===== config.mk =====
export PLATFORM = sky130hd
export DESIGN_NAME = slave_ram_loader_ctrl
export DESIGN_NICKNAME = d
export VERILOG_FILES = /design/src/rtl/slave_ram_loader_ctrl.sv
export SDC_FILE = /design/constraint.sdc
export NUM_CORES = 1
export LEC_CHECK = 0
export CAP_MARGIN = 20
export CORE_MARGIN = 5
export CORE_UTILIZATION = 27
export CTS_BUF_LIST = sky130_fd_sc_hd__clkbuf_8
export DETAILED_ROUTE_END_ITERATION = 6
export SLEW_MARGIN = 20
export SYNTH_ARGS = -nofsm -noshare
export SYNTH_HDL_FRONTEND = slang
export SYNTH_SLANG_ARGS = --single-unit

===== constraint.sdc =====
create_clock -name clock -period 2.5 [get_ports clock]
set_input_delay 0.25 -clock clock [delete_from_list [all_inputs] [get_ports clock]]
set_output_delay 0.25 -clock clock [all_outputs]
set_load 0.1 [all_outputs]

===== src/rtl/slave_ram_loader_ctrl.sv =====
// Host-command front end for the HLS accelerator: byte writes/reads over slave RAM
// channel 0 and start/done run timing, with one command in flight at a time.
module slave_ram_loader_ctrl #(
    parameter int N_CH        = 2,
    parameter int ADDR_W      = 7,
    parameter int DATA_W      = 8,
    parameter int SIZE_W      = 4,
    parameter int CNT_W       = 32,
    parameter int RUN_TIMEOUT = 200000000,
    parameter int MEM_TIMEOUT = 16
) (
    input  logic                     clock,
    input  logic                     reset,
    input  logic                     cmd_valid,
    output logic                     cmd_ready,
    input  logic [1:0]               cmd_op,
    input  logic [ADDR_W-1:0]        cmd_addr,
    input  logic [DATA_W-1:0]        cmd_wdata,
    output logic                     rsp_valid,
    input  logic                     rsp_ready,
    output logic [1:0]               rsp_status,
    output logic [CNT_W-1:0]         rsp_data,
    output logic                     start_port,
    input  logic                     done_port,
    output logic [N_CH-1:0]          S_oe_ram,
    output logic [N_CH-1:0]          S_we_ram,
    output logic [N_CH*ADDR_W-1:0]   S_addr_ram,
    output logic [N_CH*DATA_W-1:0]   S_Wdata_ram,
    output logic [N_CH*SIZE_W-1:0]   S_data_ram_size,
    input  logic [N_CH*DATA_W-1:0]   Sout_Rdata_ram,
    input  logic [N_CH-1:0]          Sout_DataRdy
);

    localparam int AW_ALL = N_CH * ADDR_W;
    localparam int DW_ALL = N_CH * DATA_W;
    localparam int SW_ALL = N_CH * SIZE_W;
    localparam int WAIT_W = $clog2(MEM_TIMEOUT + 1);

    localparam logic [WAIT_W-1:0] MEM_LAST  = WAIT_W'(MEM_TIMEOUT - 1);
    localparam logic [CNT_W-1:0]  RUN_TO    = CNT_W'(RUN_TIMEOUT);
    localparam logic [SIZE_W-1:0] SIZE_BITS = SIZE_W'(DATA_W);

    localparam logic [1:0] ST_OK      = 2'd0;
    localparam logic [1:0] ST_TIMEOUT = 2'd1;
    localparam logic [1:0] ST_ILLEGAL = 2'd2;

    typedef enum logic [2:0] {S_IDLE, S_WR, S_RD, S_START, S_RUN, S_RSP} state_t;

    state_t             state_q;
    logic               cmd_ready_q;
    logic               rsp_valid_q;
    logic [1:0]         rsp_status_q;
    logic [CNT_W-1:0]   rsp_data_q;
    logic               start_q;
    logic               oe_q;
    logic               we_q;
    logic [ADDR_W-1:0]  addr_q;
    logic [DATA_W-1:0]  wdata_q;
    logic [SIZE_W-1:0]  size_q;
    logic [WAIT_W-1:0]  wait_q;
    logic [CNT_W-1:0]   cnt_q;

    logic [WAIT_W-1:0]  wait_d;
    logic [CNT_W-1:0]   cnt_d;
    logic               unused_slave_in;

    assign wait_d = wait_q + 1'b1;
    assign cnt_d  = (&cnt_q) ? cnt_q : cnt_q + 1'b1;

    // Only channel 0 is ever driven; the other channels' returns are ignored.
    assign unused_slave_in = ^{Sout_DataRdy, Sout_Rdata_ram};

    always_ff @(posedge clock) begin
        if (!reset) begin
            state_q      <= S_IDLE;
            cmd_ready_q  <= 1'b0;
            rsp_valid_q  <= 1'b0;
            rsp_status_q <= ST_OK;
            rsp_data_q   <= '0;
            start_q      <= 1'b0;
            oe_q         <= 1'b0;
            we_q         <= 1'b0;
            addr_q       <= '0;
            wdata_q      <= '0;
            size_q       <= '0;
            wait_q       <= '0;
            cnt_q        <= '0;
        end else begin
            start_q <= 1'b0;
            case (state_q)
                S_IDLE: begin
                    cmd_ready_q <= 1'b1;
                    if (cmd_ready_q && cmd_valid) begin
                        cmd_ready_q <= 1'b0;
                        wait_q      <= '0;
                        case (cmd_op)
                            2'b00: begin
                                state_q <= S_WR;
                                we_q    <= 1'b1;
                                addr_q  <= cmd_addr;
                                wdata_q <= cmd_wdata;
                                size_q  <= SIZE_BITS;
                            end
                            2'b01: begin
                                state_q <= S_RD;
                                oe_q    <= 1'b1;
                                addr_q  <= cmd_addr;
                                size_q  <= SIZE_BITS;
                            end
                            2'b10: begin
                                state_q <= S_START;
                                start_q <= 1'b1;
                                cnt_q   <= CNT_W'(1);
                            end
                            default: begin
                                state_q      <= S_RSP;
                                rsp_valid_q  <= 1'b1;
                                rsp_status_q <= ST_ILLEGAL;
                                rsp_data_q   <= '0;
                            end
                        endcase
                    end
                end
                S_WR, S_RD: begin
                    // A late DataRdy on the final wait cycle still counts as success.
                    if (Sout_DataRdy[0] || wait_q == MEM_LAST) begin
                        state_q      <= S_RSP;
                        rsp_valid_q  <= 1'b1;
                        rsp_status_q <= Sout_DataRdy[0] ? ST_OK : ST_TIMEOUT;
                        rsp_data_q   <= (Sout_DataRdy[0] && state_q == S_RD)
                                        ? CNT_W'(Sout_Rdata_ram[DATA_W-1:0]) : '0;
                        oe_q         <= 1'b0;
                        we_q         <= 1'b0;
                        addr_q       <= '0;
                        wdata_q      <= '0;
                        size_q       <= '0;
                    end else begin
                        wait_q <= wait_d;
                    end
                end
                S_START, S_RUN: begin
                    if (done_port) begin
                        state_q      <= S_RSP;
                        rsp_valid_q  <= 1'b1;
                        rsp_status_q <= ST_OK;
                        rsp_data_q   <= cnt_q;
                    end else if (cnt_q >= RUN_TO) begin
                        state_q      <= S_RSP;
                        rsp_valid_q  <= 1'b1;
                        rsp_status_q <= ST_TIMEOUT;
                        rsp_data_q   <= RUN_TO;
                    end else begin
                        state_q <= S_RUN;
                        cnt_q   <= cnt_d;
                    end
                end
                S_RSP: begin
                    if (rsp_ready) begin
                        state_q      <= S_IDLE;
                        cmd_ready_q  <= 1'b1;
                        rsp_valid_q  <= 1'b0;
                        rsp_status_q <= ST_OK;
                        rsp_data_q   <= '0;
                    end
                end
                default: state_q <= S_IDLE;
            endcase
        end
    end

    assign cmd_ready       = cmd_ready_q;
    assign rsp_valid       = rsp_valid_q;
    assign rsp_status      = rsp_status_q;
    assign rsp_data        = rsp_data_q;
    assign start_port      = start_q;
    assign S_oe_ram        = N_CH'(oe_q);
    assign S_we_ram        = N_CH'(we_q);
    assign S_addr_ram      = AW_ALL'(addr_q);
    assign S_Wdata_ram     = DW_ALL'(wdata_q);
    assign S_data_ram_size = SW_ALL'(size_q);

endmodule


Word-level counts from Yosys, hierarchy flattened
Cells that the tools add are included.
{"block": "classes", "muxes": 62, "n_eq_ne": 21, "n_addsub": 2, "n_reduce_logical": 23, "order_cmp": 1}
{"op": "$mux W32", "count": 11}
{"op": "$pmux W32 S4", "count": 1}
{"op": "$pmux W32 S2", "count": 1}
{"op": "$add A32 B1 Y32 const B", "count": 1}
{"op": "$ge A32 B28 Y1 const B", "count": 1}
{"op": "$mux W8", "count": 4}
{"op": "$reduce_and A32 Y1", "count": 1}
{"op": "$mux W7", "count": 3}
{"op": "$ne A2 B2 Y1 const B", "count": 9}
{"op": "$mux W1", "count": 17}
{"op": "$pmux W8 S2", "count": 1}
{"op": "$pmux W7 S2", "count": 1}
{"op": "$mux W2", "count": 6}
{"op": "$mux W4", "count": 3}
{"op": "$pmux W3 S4", "count": 1}
{"op": "$reduce_and A4 Y1", "count": 3}
{"op": "$reduce_and A6 Y1", "count": 2}
{"op": "$mux W5", "count": 2}
{"op": "$pmux W5 S2", "count": 1}
{"op": "$mux W3", "count": 3}
{"op": "$pmux W3 S3", "count": 1}
{"op": "$reduce_and A3 Y1", "count": 3}
{"op": "$pmux W2 S4", "count": 1}
{"op": "$pmux W4 S2", "count": 1}
{"op": "20 further kinds", "count": 31}
{"block": "totals", "word_cells": 122, "out_inout_bits": 79, "in_bits": 40, "ff_bits": 98}

Depth between registers and ports, before layout
Gate-level depths: netlist (run 1).
{"block": "depth", "ltp_word": 5, "mapped_depth": 10, "depth_no_buf": 9}

Worst setup path before layout (run 1)
Ideal clock, no wire load.
{"block": "synth_path", "path_type": "register to register", "start": "register cmd_ready_q, in the netlist cmd_ready", "end": "register cnt_q[23]", "stages_incl_launch_ff": 7, "setup_time_ns": 0.071, "arrival_ns": 2.347, "setup_slack_ns": 0.082, "cell_sequence": "dfxtp_1 -> a31o_2 -> a21oi_1 -> nor3_1 -> nand4_1 -> or3_1 -> a21oi_1"}
{"block": "synth_via", "elab_chain_len": 3}
{"element": "start: declaration", "line_no": "50", "text": "logic cmd_ready_q;"}
{"element": "start signal: assignment", "line_no": "76", "text": "cmd_ready_q <= 1'b0;"}
{"element": "start signal: assignment", "line_no": "92", "text": "cmd_ready_q <= 1'b1;"}
{"element": "start signal: assignment", "line_no": "94", "text": "cmd_ready_q <= 1'b0;"}
{"element": "$logic_and A1 B1 Y1", "line_no": "93", "text": "if (cmd_ready_q && cmd_valid) begin"}
{"element": "$ne A2 B2 Y1 (no line)"}
{"element": "$reduce_and A6 Y1 (no line)"}
{"element": "end signal: assignment", "line_no": "154", "text": "cnt_q <= cnt_d;"}
{"element": "end: declaration", "line_no": "61", "text": "logic [CNT_W-1:0] cnt_q;"}
No other way between the ends.
A chain may end at the register's enable or synchronous reset.

Worst setup path after layout (run 1)
{"block": "layout_path", "start": "register wait_q[0]", "end": "register rsp_data_q[7], in the netlist rsp_data[7]"}
{"block": "layout_via", "elab_chain_len": 4}
{"element": "start: declaration", "line_no": "60", "text": "logic [WAIT_W-1:0] wait_q;"}
{"element": "start signal: assignment", "line_no": "138", "text": "wait_q <= wait_d;"}
{"element": "$eq A5 B4 Y1", "line_no": "126", "text": "if (Sout_DataRdy[0] || wait_q == MEM_LAST) begin"}
{"element": "$logic_or A1 B1 Y1", "line_no": "126"}
{"element": "$ne A2 B2 Y1 (no line)"}
{"element": "$reduce_and A6 Y1 (no line)"}
{"element": "end signal: assignment", "line_no": "130", "text": "rsp_data_q <= (Sout_DataRdy[0] && state_q == S_RD)"}
{"element": "end signal: assignment", "line_no": "146", "text": "rsp_data_q <= cnt_q;"}
{"element": "end: declaration", "line_no": "53", "text": "logic [CNT_W-1:0] rsp_data_q;"}
No other way between the ends.

==> metrics, run 1 <==
clk_lat worst skew=0.37 ns; clock group share of total power=0.205; met3 usage=0.02590; Arr. time, crit path=2.56 ns; WL/cell=14.70 um; Post-synth EDFFs=0; unrepaired setup endpoints after global routing=no; share of layout cells above drive strength 1=0.1802; CTS sink cnt=95; sequential area share after synthesis=0.4137; PD cells=919.0 nW/um^2; most frequent cell after synthesis=dfxtp_1; GRT Total Usage=0.1225; skew final=0.009999 ns; Commonest cells post-synth=dfxtp_1, nand3_1, nand2_1; post-route clock period utilization=0.9188; Setup CP Type=register to register; Area Growth Syn to Fin=24.80%; multi-input logic area=2394 sq um; Fmax=0.4354 GHz; global-route met1 utilization=0.1530; die area=19,730 sq um; synth unique cells=53; Routed WL=12.45 mm; # fillers=1,738; first-pass GRT wire length=20.20 mm; cell row count=47; DR pass1 iterations=5; clock buffer depth=2; vias per cell=4.906; Die W=140.5 um; CTS buffer count=9; Flop pwr share=0.342; Diodes inserted=0; critical path endpoint category=register; I/O pin count=119; Mapped Cells=539; worst hold path class=input pin to register; Sequential Area=1902 sq um; internal power=2.768 mW; global route hottest layer=met2; vias=4,155; core box area=16,640 sq um; Crit Path Max Fanout=20; Top FF cell, synth=dfxtp_1; post-synth top area share=0.4137; Synth area leader=dfxtp_1; grt ovf=0; final hold violation count=0; Ys Warns=0; post-synthesis instance area=4597 sq um; Yosys reg bits=95; Reg clk slew, reported paths=0.10 ns; Initial Utilization=0.2762; Layout Nets=671; Pleak=2.250 nW; Tightest Pin Transition=0.9882 ns; Antenna Nets Post-Route=0; switching share of total power=0.4751; syn avg cell area=8.529 sq um; GPL Wtd Cong=0.8196; # H-tree levels=3; Worst VDD drop=0.0003327 V; DP HPWL=9.457 mm; Setup violations, final=0; Hold-fix buffers, CTS=0; CTS root buf=clkbuf_8; Max-Cap Viols=0; Synth async-reset ratio=0; largest net degree at the start of global routing=31; setup_tns=0 ns; status=finished clean; max-slew violations=0; initial drt markers=237; CTS tree=done; initial antenna violation count=0; area of placed instances=5520 sq um; Die H=140.5 um; Comb pwr share=0.452; ranking of synthesized cells by area=dfxtp_1, nand3_1, buf_4; Slew HR=0.3356; Final min period=2.297 ns; drt drc=0; post-route cell area=5737 sq um; Net Switching=2.505 mW; met2 Resource Use GR=0.2044; Critical Path Start Type=register; Port Buffers=85; vias in the first global route=4,028; worst path required time=2.76 ns
-- cells in the final DEF (no fill, tap or decap), types with 14 or more instances in the layout --
cell,instances
clkdlybuf4s50_1,29
nand2_1,45
dfxtp_1,95
nand3_1,53
a21boi_0,15
buf_4,77
o21ai_0,40
a21oi_1,31
and3_1,14
a22o_1,20
or3_1,20
conb_1,24
-- repair_timing --
item,4_1_cts,5_1_grt
setup buffers,0,0
gates resized for setup,0,1
endpoints found under the setup margin,0,3
endpoints found under the hold margin,0,0
-- power groups by stage --
| stage | Sequential, mW | Clock, mW | Combinational (mW) |
|---|---|---|---|
| after global placement | 1.83 | 0 | 2.36 |
| final | 1.80 | 1.08 | 2.39 |
| after CTS | 1.80 | 1.12 | 2.39 |
| after detailed placement | 1.84 | 0 | 2.39 |
| after floorplan | 2.49 | 0 | 1.14 |
| after global routing | 1.83 | 1.18 | 2.54 |
-- worst paths after layout --
path | startpoint | slack, ns | to | depth (start not counted)
setup / recovery | wait_q[0] | 0.20 | rsp_data[7] | 10
hold / removal | reset | 0.27 | cnt_q[0] | 2
setup reg to reg | wait_q[0] | 0.20 | rsp_data[7] | 10
hold reg to reg | wdata_q[3] | 0.47 | wdata_q[3] | 2
-- registers in the layout, summed over array words and instances (netlist names) --
name,cells
addr_q,7
cmd_ready,1
cnt_q,32
oe_q,1
rsp_data,32
rsp_status,2
rsp_valid,1
size_q,1
start_port,1
state_q,3
wait_q,5
wdata_q,8
we_q,1
-- logic make-up after synthesis --
| logic type | count (synthesis) | share of synthesized area |
|---|---|---|
| AOI/OAI and AO/OA | 148 | 0.2175 |
| xor gates and xnor gates | 3 | 0.005717 |
| adders and majority gates | 9 | 0.02450 |
| buffers and inverters | 71 | 0.08546 |
| DFF | 95 | 0.4137 |
| muxes | 2 | 0.004355 |
| other | 1 | 0.0008158 |
| and+or+nand+nor | 210 | 0.2480 |
-- cell type report --
class	instances	share of cell area
well taps	220	0.04798
flip-flops and latches	95	0.3315
clock buffers	9	0.02159
inverters	11	0.007197
clock inverters	7	0.01527
repair buffers	109	0.1592
multi-input cells	396	0.4172
-- per-layer routing --
layer,up-vias,part of all wire
met1,1933,0.45
li1,2076,-
met4,0,0.029
met5,-,0
met3,24,0.054
met2,122,0.47
-- metrics by stage --
stage / setup slack, ns / std cells / total power [mW] / hold WS [ns] / utilization
3_3_place_gp: 0.1129 / 831 / 4.191 / 0.4435 / 0.3317
5_1_grt: 0.04618 / 847 / 5.547 / 0.2536 / 0.3447
4_1_cts: 0.2174 / 847 / 5.318 / 0.2447 / 0.3444
2_1_floorplan: 0.08171 / 562 / 3.628 / 0.4006 / -
3_5_place_dp: 0.07108 / 831 / 4.227 / 0.4564 / 0.3317
6_report: 0.2030 / 847 / 5.272 / 0.2651 / 0.3447
-- critical path: stages (launching register included) --
cell,delay [ns]
dfxtp_1,0.39
ha_1,0.19
and3_1,0.17
ha_1,0.21
nor3b_2,0.07
o21ai_0,0.21
and3_1,0.26
o31ai_2,0.10
and2_1,0.21
buf_12,0.16
a22o_1,0.23
(Power assumes the default switching activity.)
==> run 2: changes to the inputs <==
--- a/config.mk
+++ b/config.mk
@@ -10,6 +10,8 @@
 export CORE_UTILIZATION = 27
 export CTS_BUF_LIST = sky130_fd_sc_hd__clkbuf_8
 export DETAILED_ROUTE_END_ITERATION = 6
+export GPL_ROUTABILITY_DRIVEN = 1
+export SKIP_CTS_REPAIR_TIMING = 1
 export SLEW_MARGIN = 20
 export SYNTH_ARGS = -nofsm -noshare
 export SYNTH_HDL_FRONTEND = slang
==> results of run 2 <==
The final DEF is identical to that of run 1; final timing and power are the same.
==> run 3: changes to the inputs <==
==> constraint.sdc (replaced) <==
create_clock -name clock -period 1.9 [get_ports clock]
set_input_delay 0.19 -clock clock [delete_from_list [all_inputs] [get_ports clock]]
set_output_delay 0.19 -clock clock [all_outputs]
set_load 0.1 [all_outputs]
==> metrics, run 3 (same netlist as run 1, synthesis figures left out) <==
status=complete, but fails checks; failing checks=setup timing; Fmax=0.4716 GHz; Area Growth Syn to Fin=45.86%; non-filler cells, final=926; Worst Hold Path Cells=2; reg2reg path depth=8; post-route clock period utilization=1.116; CTS buffer count=9; core box area=16,640 sq um; Crit Path Max Fanout=3; GRT Total Usage=0.1365; slowest stage delay, CP=0.54 ns; worst path required time=2.17 ns; initial drt markers=227; CP Buf/Inv Count=2; area of placed instances=6141 sq um; Final min period=2.120 ns; WL/cell=15.16 um; Layout Nets=750; pre-CTS setup slack=-0.4517 ns; WHS Endpoint=state_q[0]; Die H=140.5 um; Inst Count DP=903; worst hold path class=input pin to register; Crit path depth=8; share of layout cells above drive strength 1=0.3541; clock buffer depth=2; setup_tns=-8.135 ns; Antenna Nets Post-Route=0; max-slew violations=0; die area=19,730 sq um; clk_lat worst skew=0.38 ns; worst hold start=reset; initial antenna violation count=0; Port Buffers=85; most frequent cells in the layout=buf_4, dfxtp_1, nand2_1; drt drc=0; I/O pin count=119; post-route cell area=6705 sq um; CP top delay family=simple AND/OR/NAND/NOR gates; unrepaired setup endpoints after global routing=yes; Die W=140.5 um; reg2reg end=rsp_valid; Worst VDD drop=0.0005952 V; commonest non-fill, non-tap cell in the layout=buf_4; vias=4,530; Reg clk slew, reported paths=0.10 ns; Pleak=2.758 nW; cell row count=47; Setup CP Type=register to register; Max-Cap Viols=0; largest net degree at the start of global routing=30; vias per cell=4.892; final hold violation count=0; vias in the first global route=4,454; critical-path cell with the highest stage delay=or4_4; grt ovf=0; PD cells=1135 nW/um^2; first-pass GRT wire length=22.30 mm; # H-tree levels=3; Diodes inserted=0; Critical Path Start Type=register; Tightest Pin Transition=0.6143 ns; CTS root buf=clkbuf_8; CTS sink cnt=95; CTS tree=done; r2r setup slk=-0.22 ns; worst r2r src=cnt_q[13]; Initial Utilization=0.2762; Arr. time, crit path=2.39 ns; cells along the critical path=or4_4, nor2_4, nor4_4, buf_4, nor3_1, nor2b_2, buf_4, o221a_2; GPL Wtd Cong=0.8643; final hold slack=0.2361 ns; DR pass1 iterations=4; Slew HR=0.5880; skew final=0.01210 ns; critical path endpoint category=register; Setup violations, final=64; Setup WS post-layout=-0.2204 ns; CP most frequent cell=buf_4; DP HPWL=10.41 mm; Routed WL=14.04 mm
## run 3: cell types whose count changed in the layout (fill, tap and decap cells not counted), moves of 6 or more
cell	previous run	this run
a21boi_1	2	16
dfxtp_1	95	88
a21oi_1	31	22
buf_6	0	7
buf_4	77	145
o21ai_1	3	17
a21boi_0	15	1
nand3_2	0	11
o21ai_0	40	22
a21oi_2	2	11
dfxtp_2	0	6
nand3_1	53	41
## run 3: worst reg2reg max path, cell delays in order, from the launching register on
cell and delay, ns:
dfxtp_2 0.33, or4_4 0.54, nor2_4 0.15, nor4_4 0.06, buf_4 0.13, nor3_1 0.26, nor2b_2 0.12, buf_4 0.15
o221a_2 0.25
## run 3: layout make-up
type                    instances  area (sq um)
repair buffers                188          1593
multi-input cells             396          2695
clock inverters                 7         63.81
inverters                      11         41.29
fillers                      1651          9937
clock buffers                   9         123.9
well taps                     220         275.3
flip-flops and latches         95          1913
## run 3: layer usage
layer	wire length, um	track usage
met1	6290	0.1772
met2	6862	0.2271
met3	567	0.01806
met4	315	0.05864
met5	0	0
## run 3: through the flow
| step | power [mW] | utilization |
|---|---|---|
| 2_1_floorplan | 4.810 | - |
| 3_3_place_gp | 5.895 | 0.3690 |
| 3_5_place_dp | 5.941 | 0.3690 |
| 4_1_cts | 7.237 | 0.3803 |
| 5_1_grt | 7.992 | 0.4029 |
| 6_report | 7.612 | 0.4029 |
## run 3: worst max-delay path by stage
stage                   start           to
finish              cnt_q[13]    rsp_valid
global route        cnt_q[13]    rsp_valid
CTS                 wait_q[1]  rsp_data[7]
detailed placement  cmd_op[0]    cnt_q[26]
global placement    cmd_op[0]    cnt_q[14]
floorplan           cnt_q[13]    cnt_q[13]
## run 3: report_power, final
group          switching (mW)  total, mW  internal, mW
Sequential              0.157       2.34          2.18
Clock                   0.788       1.29         0.503
Combinational            2.64       3.98          1.34
Total                    3.59       7.61          4.03
